==> config.mk <==
export PLATFORM = sky130hd
export DESIGN_NAME = ofdm_symbol_buffer_flat
export DESIGN_NICKNAME = d
export VERILOG_FILES = /design/src/rtl/ofdm_symbol_buffer_if.sv /design/src/rtl/ofdm_symbol_buffer.sv /design/src/flat_wrapper.sv
export SDC_FILE = /design/constraint.sdc
export NUM_CORES = 2
export LEC_CHECK = 0
export CAP_MARGIN = 15
export CORE_MARGIN = 2
export CORE_UTILIZATION = 35
export DETAILED_ROUTE_END_ITERATION = 8
export GPL_ROUTABILITY_DRIVEN = 0
export HOLD_SLACK_MARGIN = 0.12
export PLACE_DENSITY_LB_ADDON = 0.25
export SLEW_MARGIN = 40
export SYNTH_ARGS = -nofsm -noshare
export SYNTH_HDL_FRONTEND = slang
export SYNTH_SLANG_ARGS = --single-unit
export TNS_END_PERCENT = 20
==> constraint.sdc <==
create_clock -name clock_clk -period 9.9 [get_ports clock_clk]
set_input_delay 1.485 -clock clock_clk [delete_from_list [all_inputs] [get_ports clock_clk]]
set_output_delay 1.485 -clock clock_clk [all_outputs]
set_load 0.01 [all_outputs]
==> src/rtl/ofdm_symbol_buffer_if.sv <==
// rtl/ofdm_symbol_buffer_if.sv - Avalon-ST style stream bundle used on both sides of the symbol buffer
interface ofdm_symbol_buffer_if #(
  parameter int W = 32
);
  logic [W-1:0] data;
  logic         valid;
  logic         ready;
  logic         startofpacket;
  logic         endofpacket;

  modport master (output data, valid, startofpacket, endofpacket, input ready);
  modport slave  (input data, valid, startofpacket, endofpacket, output ready);
endinterface

==> src/rtl/ofdm_symbol_buffer.sv <==
// rtl/ofdm_symbol_buffer.sv - ping-pong OFDM symbol buffer; define BIT_REVERSE_EN for bit-reversed readout
module ofdm_symbol_buffer #(
  parameter int SYMBOL_LEN = 64,
  parameter int ADDR_W     = 6,
  parameter int DATA_W     = 32
) (
  input  logic                 clock_clk,
  input  logic                 reset_reset,
  ofdm_symbol_buffer_if.slave  asi_in0,
  ofdm_symbol_buffer_if.master aso_out0,
  output logic [15:0]          drop_count
);

  typedef enum logic [1:0] {W_IDLE, W_FILL, W_DISCARD} wstate_t;
  typedef enum logic [1:0] {R_IDLE, R_FETCH, R_STREAM} rstate_t;

  localparam logic [ADDR_W-1:0] LAST = ADDR_W'(SYMBOL_LEN - 1);

  // Bank b occupies addresses {b, idx}; the two banks never alias.
  logic [DATA_W-1:0] mem [0:2*SYMBOL_LEN-1];
  logic [DATA_W-1:0] ram_q;

  wstate_t           wstate;
  rstate_t           rstate;
  logic [1:0]        full;
  logic              wbank, rbank;
  logic [ADDR_W-1:0] wcnt, rcnt;
  logic              out_valid, out_sop, out_eop;

  logic              in_xfer;
  logic [DATA_W-1:0] sample;
  logic              in_sop, in_eop;
  logic              we, start, fill_done, drop;
  logic [ADDR_W:0]   waddr;
  logic              load, bank_release, rd_bank;
  logic [ADDR_W-1:0] rd_idx;
  logic [ADDR_W:0]   rd_addr;

  // Natural or bit-reversed read order; the counter itself always runs 0..SYMBOL_LEN-1.
  function automatic logic [ADDR_W-1:0] bit_map(input logic [ADDR_W-1:0] idx);
`ifdef BIT_REVERSE_EN
    for (int i = 0; i < ADDR_W; i++) bit_map[i] = idx[ADDR_W-1-i];
`else
    bit_map = idx;
`endif
  endfunction

  // Input stalls only when both banks hold unread symbols.
  assign asi_in0.ready = ~(full[0] & full[1]);
  assign in_xfer       = asi_in0.valid & asi_in0.ready;
  assign sample        = asi_in0.data[DATA_W:1];
  assign in_sop        = asi_in0.startofpacket;
  assign in_eop        = asi_in0.endofpacket;

  // Data is gated by valid so a reset or idle output reads as zero even though ram_q is unreset.
  assign aso_out0.data          = out_valid ? ram_q : '0;
  assign aso_out0.valid         = out_valid;
  assign aso_out0.startofpacket = out_sop;
  assign aso_out0.endofpacket   = out_eop;

  // Write-side decode: what the current input beat does to the write bank.
  always_comb begin
    we        = 1'b0;
    start     = 1'b0;
    fill_done = 1'b0;
    drop      = 1'b0;
    waddr     = {wbank, wcnt};
    if (in_xfer) begin
      case (wstate)
        W_IDLE, W_DISCARD: begin
          if (in_sop) begin
            we    = 1'b1;
            start = 1'b1;
            waddr = {wbank, {ADDR_W{1'b0}}};
          end
        end
        W_FILL: begin
          if (in_sop) begin
            we    = 1'b1;
            start = 1'b1;
            drop  = 1'b1;
            waddr = {wbank, {ADDR_W{1'b0}}};
          end else if (wcnt == LAST) begin
            we        = 1'b1;
            fill_done = 1'b1;
          end else if (in_eop) begin
            drop = 1'b1;
          end else begin
            we = 1'b1;
          end
        end
        default: ;
      endcase
    end
  end

  // Write FSM: symbol framing, write bank selection and the saturating drop counter.
  always_ff @(posedge clock_clk or posedge reset_reset) begin
    if (reset_reset) begin
      wstate     <= W_IDLE;
      wcnt       <= '0;
      wbank      <= 1'b0;
      drop_count <= '0;
    end else begin
      if (drop && drop_count != 16'hFFFF) drop_count <= drop_count + 16'd1;
      if (start) begin
        wcnt   <= ADDR_W'(1);
        wstate <= W_FILL;
      end else if (fill_done) begin
        wcnt   <= '0;
        wbank  <= ~wbank;
        wstate <= in_eop ? W_IDLE : W_DISCARD;
      end else if (in_xfer && wstate == W_FILL) begin
        if (in_eop) begin
          wcnt   <= '0;
          wstate <= W_IDLE;
        end else begin
          wcnt <= wcnt + ADDR_W'(1);
        end
      end else if (in_xfer && wstate == W_DISCARD && in_eop) begin
        wstate <= W_IDLE;
      end
    end
  end

  // Read-side decode: which word to fetch next and when the current bank is handed back.
  always_comb begin
    load         = 1'b0;
    bank_release = 1'b0;
    rd_bank      = rbank;
    rd_idx       = rcnt + ADDR_W'(1);
    case (rstate)
      R_FETCH: begin
        load   = 1'b1;
        rd_idx = '0;
      end
      R_STREAM: begin
        if (aso_out0.ready) begin
          if (rcnt == LAST) begin
            bank_release = 1'b1;
            rd_bank      = !rbank;
            rd_idx       = '0;
            load         = full[!rbank];
          end else begin
            load = 1'b1;
          end
        end
      end
      default: ;
    endcase
  end

  assign rd_addr = {rd_bank, bit_map(rd_idx)};

  // Read FSM: replay one bank per packet, prefetching the other bank's first word on eop.
  always_ff @(posedge clock_clk or posedge reset_reset) begin
    if (reset_reset) begin
      rstate    <= R_IDLE;
      rcnt      <= '0;
      rbank     <= 1'b0;
      out_valid <= 1'b0;
      out_sop   <= 1'b0;
      out_eop   <= 1'b0;
    end else begin
      case (rstate)
        R_IDLE: begin
          if (full[rbank]) rstate <= R_FETCH;
        end
        R_FETCH: begin
          out_valid <= 1'b1;
          out_sop   <= 1'b1;
          out_eop   <= 1'b0;
          rcnt      <= '0;
          rstate    <= R_STREAM;
        end
        R_STREAM: begin
          if (aso_out0.ready) begin
            if (rcnt == LAST) begin
              rbank <= ~rbank;
              rcnt  <= '0;
              if (full[!rbank]) begin
                out_sop <= 1'b1;
                out_eop <= 1'b0;
              end else begin
                out_valid <= 1'b0;
                out_sop   <= 1'b0;
                out_eop   <= 1'b0;
                rstate    <= R_IDLE;
              end
            end else begin
              rcnt    <= rcnt + ADDR_W'(1);
              out_sop <= 1'b0;
              out_eop <= (rcnt + ADDR_W'(1)) == LAST;
            end
          end
        end
        default: rstate <= R_IDLE;
      endcase
    end
  end

  // Bank full flags: set by a completed fill, cleared by the eop transfer of that bank.
  always_ff @(posedge clock_clk or posedge reset_reset) begin
    if (reset_reset) begin
      full <= '0;
    end else begin
      if (fill_done)    full[wbank] <= 1'b1;
      if (bank_release) full[rbank] <= 1'b0;
    end
  end

  // Sample storage with a registered read port feeding the output.
  always_ff @(posedge clock_clk) begin
    if (we)   mem[waddr] <= sample;
    if (load) ram_q      <= mem[rd_addr];
  end

endmodule

==> src/flat_wrapper.sv <==
// flat-port wrapper written by rule: the top's interface ports become plain ports
module ofdm_symbol_buffer_flat 
#(
  parameter int SYMBOL_LEN = 64,
  parameter int ADDR_W     = 6,
  parameter int DATA_W     = 32
)
  (clock_clk, reset_reset, drop_count, asi_in0_data, asi_in0_valid, asi_in0_startofpacket, asi_in0_endofpacket, asi_in0_ready, aso_out0_data, aso_out0_valid, aso_out0_startofpacket, aso_out0_endofpacket, aso_out0_ready);
  ofdm_symbol_buffer_if #(.W((32)+1)) asi_in0_i ();
  ofdm_symbol_buffer_if #(.W((32))) aso_out0_i ();
  input  logic clock_clk;
  input  logic reset_reset;
  output logic [15:0] drop_count;
  input wire logic [$bits(asi_in0_i.data)-1:0] asi_in0_data;
  input wire logic [$bits(asi_in0_i.valid)-1:0] asi_in0_valid;
  input wire logic [$bits(asi_in0_i.startofpacket)-1:0] asi_in0_startofpacket;
  input wire logic [$bits(asi_in0_i.endofpacket)-1:0] asi_in0_endofpacket;
  output wire logic [$bits(asi_in0_i.ready)-1:0] asi_in0_ready;
  output wire logic [$bits(aso_out0_i.data)-1:0] aso_out0_data;
  output wire logic [$bits(aso_out0_i.valid)-1:0] aso_out0_valid;
  output wire logic [$bits(aso_out0_i.startofpacket)-1:0] aso_out0_startofpacket;
  output wire logic [$bits(aso_out0_i.endofpacket)-1:0] aso_out0_endofpacket;
  input wire logic [$bits(aso_out0_i.ready)-1:0] aso_out0_ready;
  assign asi_in0_i.data = asi_in0_data;
  assign asi_in0_i.valid = asi_in0_valid;
  assign asi_in0_i.startofpacket = asi_in0_startofpacket;
  assign asi_in0_i.endofpacket = asi_in0_endofpacket;
  assign asi_in0_ready = asi_in0_i.ready;
  assign aso_out0_data = aso_out0_i.data;
  assign aso_out0_valid = aso_out0_i.valid;
  assign aso_out0_startofpacket = aso_out0_i.startofpacket;
  assign aso_out0_endofpacket = aso_out0_i.endofpacket;
  assign aso_out0_i.ready = aso_out0_ready;
  ofdm_symbol_buffer #(.SYMBOL_LEN(SYMBOL_LEN), .ADDR_W(ADDR_W), .DATA_W(DATA_W)) u_core (.clock_clk(clock_clk), .reset_reset(reset_reset), .asi_in0(asi_in0_i), .aso_out0(aso_out0_i), .drop_count(drop_count));
endmodule
## After elaboration in Yosys (flattened, before gate mapping)

Memory sizes are Yosys's and may differ from the RTL's. A register that Yosys moved wholly into a read port is not among the register bits.
Cells that the tools add are included.

- Eq/ne operators: 13
- $lt $le $gt $ge: 5
- Add/sub/neg operators: 3
- Muxes and demuxes: 73
- Reductions and logical operators: 20
- Bitwise logic cells: 9

Operator list:

| kind | count |
|---|---|
| 6-bit 2-to-1 mux | 10 |
| 1-bit 2-to-1 mux | 40 |
| 32-bit 2-to-1 mux | 1 |
| 2-bit 2-to-1 mux | 12 |
| 6-bit case mux with 2 select lines | 2 |
| 6-bit equality test, second input constant | 3 |
| 16-bit by 1-bit adder with 16-bit output, second input constant | 1 |
| 16-bit inequality test, second input constant | 1 |
| 6-bit by 1-bit adder with 6-bit output, second input constant | 2 |
| 1-bit case mux with 2 select lines | 5 |
| 4-bit AND reduction | 2 |
| 1-bit logical AND | 6 |
| 1-bit by 2-bit less-than comparator with 1-bit output, second input constant | 3 |
| 2-bit case mux with 3 select lines | 1 |
| 2-bit AND reduction | 3 |
| 2-bit by 1-bit equality test with 1-bit output, second input constant | 2 |
| 2-bit equality test, second input constant | 2 |
| 2-bit logical NOT | 2 |
| 2-bit by 1-bit inequality test with 1-bit output, second input constant | 2 |
| 2-bit inequality test, second input constant | 2 |
| 4-bit by 2-bit inequality test with 1-bit output, second input constant | 1 |
| 1-bit NOT | 4 |
| 4-bit nonzero test | 1 |
| 3-bit AND reduction | 1 |
| other kinds (11) | 14 |

- RAM bits: 4096
- Output and inout bits: 52
- Input port bits: 39
- Bits in registers: 39
- Memories: 1

Memory list:

| memory | depth | width | read ports | clocked after Yosys merged registers in | wr ports | RTL line | text |
|---|---|---|---|---|---|---|---|
| u_core.mem | 128 | 32 | 1 | 1 | 1 | ofdm_symbol_buffer.sv:20 | `logic [DATA_W-1:0] mem [0:2*SYMBOL_LEN-1];` |

## Logic depth before layout (Yosys ltp)

- Depth after elaboration: 9
- Depth in mapped cells: 21

## Worst setup path after synthesis

Ideal clock, no wire load.

- Kind: input to register
- From: input port asi_in0_valid
- To: memory u_core.mem[69][0] (enable)
- Path buffers: 1
- Setup time: 0.421 ns
- Data required time: 9.479 ns
- Data arrival time: 4.173 ns
- Cell stages on the path: 8
- Path slack: 5.306 ns
- Path through: a21bo_2 nor2_1 and2_1 nand2b_1 nor3_1 nand3_1 clkbuf_1 nor2_1

- Longest elaborated chain between the ends: 4
- Elaborated cells between the ends (all ways): 5

Ends and longest elaborated chain:

| element | RTL line | text |
|---|---|---|
| from (decl) | flat_wrapper.sv:15 | `input wire logic [$bits(asi_in0_i.valid)-1:0] asi_in0_valid;` |
| 1-bit bitwise AND (*) | ofdm_symbol_buffer.sv:50 | `assign in_xfer = asi_in0.valid & asi_in0.ready;` |
| 1-bit 2-to-1 mux | ofdm_symbol_buffer.sv:68 | `if (in_xfer) begin` |
| 1-bit 2-to-1 mux | ofdm_symbol_buffer.sv:214 | `if (we) mem[waddr] <= sample;` |
| 1-bit 2-to-1 mux (implied by the code) | ofdm_symbol_buffer.sv:214 |  |
| to (decl) | ofdm_symbol_buffer.sv:20 |  |

Mark *: on every way between the ends. The rest lies on a longest branch, timed or not.

## Worst setup path in the final report

- From: register u_core.rcnt[0]
- To: register u_core.ram_q[26] (read register of u_core.mem), data pin

- Longest elaborated chain between the ends: 4
- Elaborated cells between the ends (all ways): 11

Ends and longest elaborated chain:

| element | RTL line | text |
|---|---|---|
| from (decl) | ofdm_symbol_buffer.sv:27 | `logic [ADDR_W-1:0] wcnt, rcnt;` |
| from (signal assigned) | ofdm_symbol_buffer.sv:191 | `rcnt <= rcnt + ADDR_W'(1);` |
| 6-bit by 1-bit adder with 6-bit output or 6-bit equality test (tied branches) | ofdm_symbol_buffer.sv:131, ofdm_symbol_buffer.sv:139 |  |
| 6-bit 2-to-1 mux or 1-bit 2-to-1 mux (tied branches) | ofdm_symbol_buffer.sv:139 | `if (rcnt == LAST) begin` |
| 6-bit 2-to-1 mux or 1-bit 2-to-1 mux (tied branches) | ofdm_symbol_buffer.sv:138 | `if (aso_out0.ready) begin` |
| 6-bit case mux with 2 select lines (tied with other cells) | ofdm_symbol_buffer.sv:132 | `case (rstate)` |
| to (decl) | ofdm_symbol_buffer.sv:21 | `logic [DATA_W-1:0] ram_q;` |

Parallel ways exist; a longest one is shown, timed or not.
A chain may end at the register's enable or synchronous reset.

==> flow_summary_export.csv <==
group,metric,value,unit
worst_setup_path,cp-end-kind,"register",
worst_setup_path,cp.required,10.73,ns
timing,clock.fmax,167.1,MHz
hold_path,min_from,"u_core.drop_count[7]",
timing,fin_crit_sh,0.6045,
yosys,synth_fp_nets,10560,
floorplan,core.rowCount,250,
power_and_ir_drop,p_seq_frac,0.383,
run,maxCapViolCount,0,
worst_setup_path,setup.worst_path.class,"reg -> reg",
timing,rsz0062_at_grt,"no",
timing,worst_clock_skew,0.1041,ns
power_and_ir_drop,p_sw,18.35,mW
power_and_ir_drop,p_sw_frac,0.3570,
yosys,async_flop_share,0.009359,
grt,grt_pass1_wl,805.5,mm
placement,port_buffers,89,
cts,worstSkewPairLatency,1.03,ns
floorplan,fp.dieW,685.8,um
cts,holdBufCountCts,0,
hold_path,hp-class,"reg -> reg",
yosys,syn_area,162700,um2
yosys,synth_seq_area_share,0.7680,
cells_and_area,drive_gt1_frac,0.1298,
drt,wl_per_cell,34.36,um
run_status,status,"finished, final reports clean",
drt,ant_nets,0,
power_and_ir_drop,powerDensity,274.0,nW/um2
yosys,synth_cells,10520,
cts,cts_sinks,4167,
drt,vias,103800,
yosys,synth_top_area_frac,0.7620,
cells_and_area,final_cell_mix,"edfxtp_1 (4128), nand2_1 (1701), nand3_1 (649)",
cells_and_area,syn2layout_area_growth,15.35,%
power_and_ir_drop,finalPower,51.41,mW
floorplan,io_pins,91,
cts,clockBufferDepth,4,
hold_path,min_to,"u_core.drop_count[7]",
yosys,ys.flop_type,"edfxtp_1",
cts,cts-root-buf,"clkbuf_16",
hold_path,whs_path_depth,1,
yosys,yosys_register_bits,4167,
cells_and_area,n_fill_cell,41550,
cts,postCtsSetupBuffers,0,
yosys,ys_warn_count,0,
timing,slew_violations,0,
worst_setup_path,reg2reg_slack,3.92,ns
timing,setup_viol,0,
grt,grt_max_degree,128,
placement,dpl_cell_area,173300,um2
power_and_ir_drop,internal_power,33.06,mW
drt,dr.pass1.iters,6,
worst_setup_path,crit_fanout,93,
grt,grtUsageTotal,0.2444,
floorplan,die_h,685.8,um
cells_and_area,fin_nets,10770,
yosys,syn_avg_cell_area,15.47,um2
cells_and_area,fin_util,0.4051,
drt,via_per_inst,5.993,
worst_setup_path,worstPathArrival,6.81,ns
timing,tns,0,ns
cts,cts_max_level,5,
cells_and_area,final_design_area_no_fill,187700,um2
power_and_ir_drop,leakagePower,58.81,nW
cts,cts_tree,"built",
timing,setup_slack,3.915,ns
worst_setup_path,ff2ff_path_depth,12,
drt,drtIter0Drc,15900,
power_and_ir_drop,power.share.clock,0.313,
drt,drc,0,
yosys,yosys.area.top_type,"edfxtp_1",
cts,numCtsBuffers,439,
floorplan,start_util,0.3512,
worst_setup_path,r2r_end,"u_core.ram_q[26]",
timing,post-route-min-period,5.985,ns
worst_setup_path,critPathLaunchType,"register",
power_and_ir_drop,combPwrFrac,0.304,
power_and_ir_drop,peakVddDrop,0.0003112,V
worst_setup_path,crit-reg2reg-launch,"u_core.rcnt[0]",
placement,pre_cts_slack,2.966,ns
yosys,synth-edff-count,4128,
timing,worstMarginPinSlew,1.029,ns
yosys,synth_area_leaders,"edfxtp_1 (76%), nand2_1 (3.9%), mux2i_1 (3.0%)",
grt,grt_antenna_before_repair,61,
cts,cts_resized,0,
grt,grt_pass1_vias,97790,
grt,grt-ovfl-total,0,
yosys,ys_types,93,
cells_and_area,layout_commonest_cell,"edfxtp_1",
cts,clk_pin_slew,0.06,ns
timing,slew_headroom,0.3089,
placement,dp_hpwl,326.6,mm
drt,wl,594.8,mm
floorplan,die-area,470300,um2
floorplan,core_area,463300,um2
timing,hold_viol,0,
-- area by class of cell --
type,instances,area [um2],area share
inverter,10,45.04,0.0002400
timing repair buffer,512,4925,0.02624
clock buffer,540,11500,0.06129
multi-input combinational,5596,35960,0.1916
tap,6174,7725,0.04117
antenna,46,115.1,0.0006134
sequential,4167,124900,0.6658
clock inverter,266,2441,0.01301
-- synthesized netlist by cell type, types with 36 or more instances --
cell,instances
o21ai_0,149
and2_1,43
buf_4,47
a32oi_1,63
nand2_1,1711
and3_1,40
dfrtp_1,39
nor3_1,78
o211ai_1,295
edfxtp_1,4128
a31oi_1,274
mux2_2,75
clkbuf_1,216
nor2_1,256
a21oi_1,270
o221ai_1,418
mux2i_1,488
buf_1,55
nor4_1,36
or3_1,71
o22ai_1,96
nand4_1,64
a211oi_1,48
buf_2,415
nand3_1,656
-- power by group through the flow --
stage,registers (mW),clock network [mW],logic [mW]
floorplan,20.0,0,9.12
global placement,20.1,0,15.1
detailed placement,20.1,0,15.4
CTS,19.7,16.2,15.4
global route,19.7,16.9,16.4
finish,19.7,16.1,15.6
-- routing by layer --
metal | GRT usage | wire [um] | part of all wire | vias to the layer above
met2 | 0.3795 | 268400 | 0.45 | 6385
met5 | 0 | 90 | 0.00015 | -
li1 | - | - | - | 41990
met3 | 0.05066 | 65290 | 0.11 | 1114
met1 | 0.3354 | 234200 | 0.39 | 54250
met4 | 0.09963 | 26770 | 0.045 | 12
-- critical path, cell delays in order, from the launching register on --
cell,delay [ns]
dfrtp_4,0.58
ha_1,0.67
nand4_2,0.48
buf_4,0.37
o211ai_4,0.69
buf_12,0.27
buf_12,0.38
o221ai_1,0.21
o211ai_1,0.13
nand3_1,0.15
a21oi_1,0.55
nand4_1,0.66
a211oi_1,0.51
-- worst max-delay path by stage --
stage                   startpoint                 to  cells past startpoint
floorplan            asi_in0_valid  u_core.mem[69][0]                      8
global placement    aso_out0_ready   u_core.ram_q[26]                     12
detailed placement  aso_out0_ready   u_core.ram_q[26]                     11
CTS                 u_core.rcnt[0]   u_core.ram_q[26]                     12
global route        u_core.rcnt[0]    u_core.ram_q[0]                     13
finish              u_core.rcnt[0]   u_core.ram_q[26]                     12
-- flip-flops by register name, summed over array words and instances (netlist names) --
name,flops
u_core.wcnt,6
u_core.drop_count,16
u_core.wstate,2
u_core.rbank,1
u_core.aso_out0.endofpacket,1
u_core.ram_q,32
u_core.rcnt,6
u_core.rstate,2
u_core.wbank,1
u_core.mem,4096
u_core.aso_out0.valid,1
u_core.full,2
u_core.aso_out0.startofpacket,1
-- logic make-up (layout without fill, tap and decap cells) --
family | count (synthesis) | count (layout) | synth area share
XOR/XNOR | 28 | 28 | 0.001807
flip-flops | 4167 | 4167 | 0.7680
adder cells (fa/ha/maj) | 7 | 7 | 0.0005383
other | 0 | 46 | 0
AO/OA/AOI/OAI | 1937 | 1937 | 0.08675
buffers and inverters | 753 | 1328 | 0.02207
AND/OR/NAND/NOR | 3028 | 3028 | 0.08109
multiplexers | 596 | 596 | 0.03979
-- per-stage QoR --
stage | hold slack, ns | cells
after floorplan | 0.4890 | 10520
after global placement | 0.4733 | 16430
after detailed placement | 0.4878 | 16450
after CTS | 0.4953 | 17250
after global routing | 0.5391 | 17290
final | 0.4949 | 17310
No activity file was read; power rests on OpenSTA's default activity.
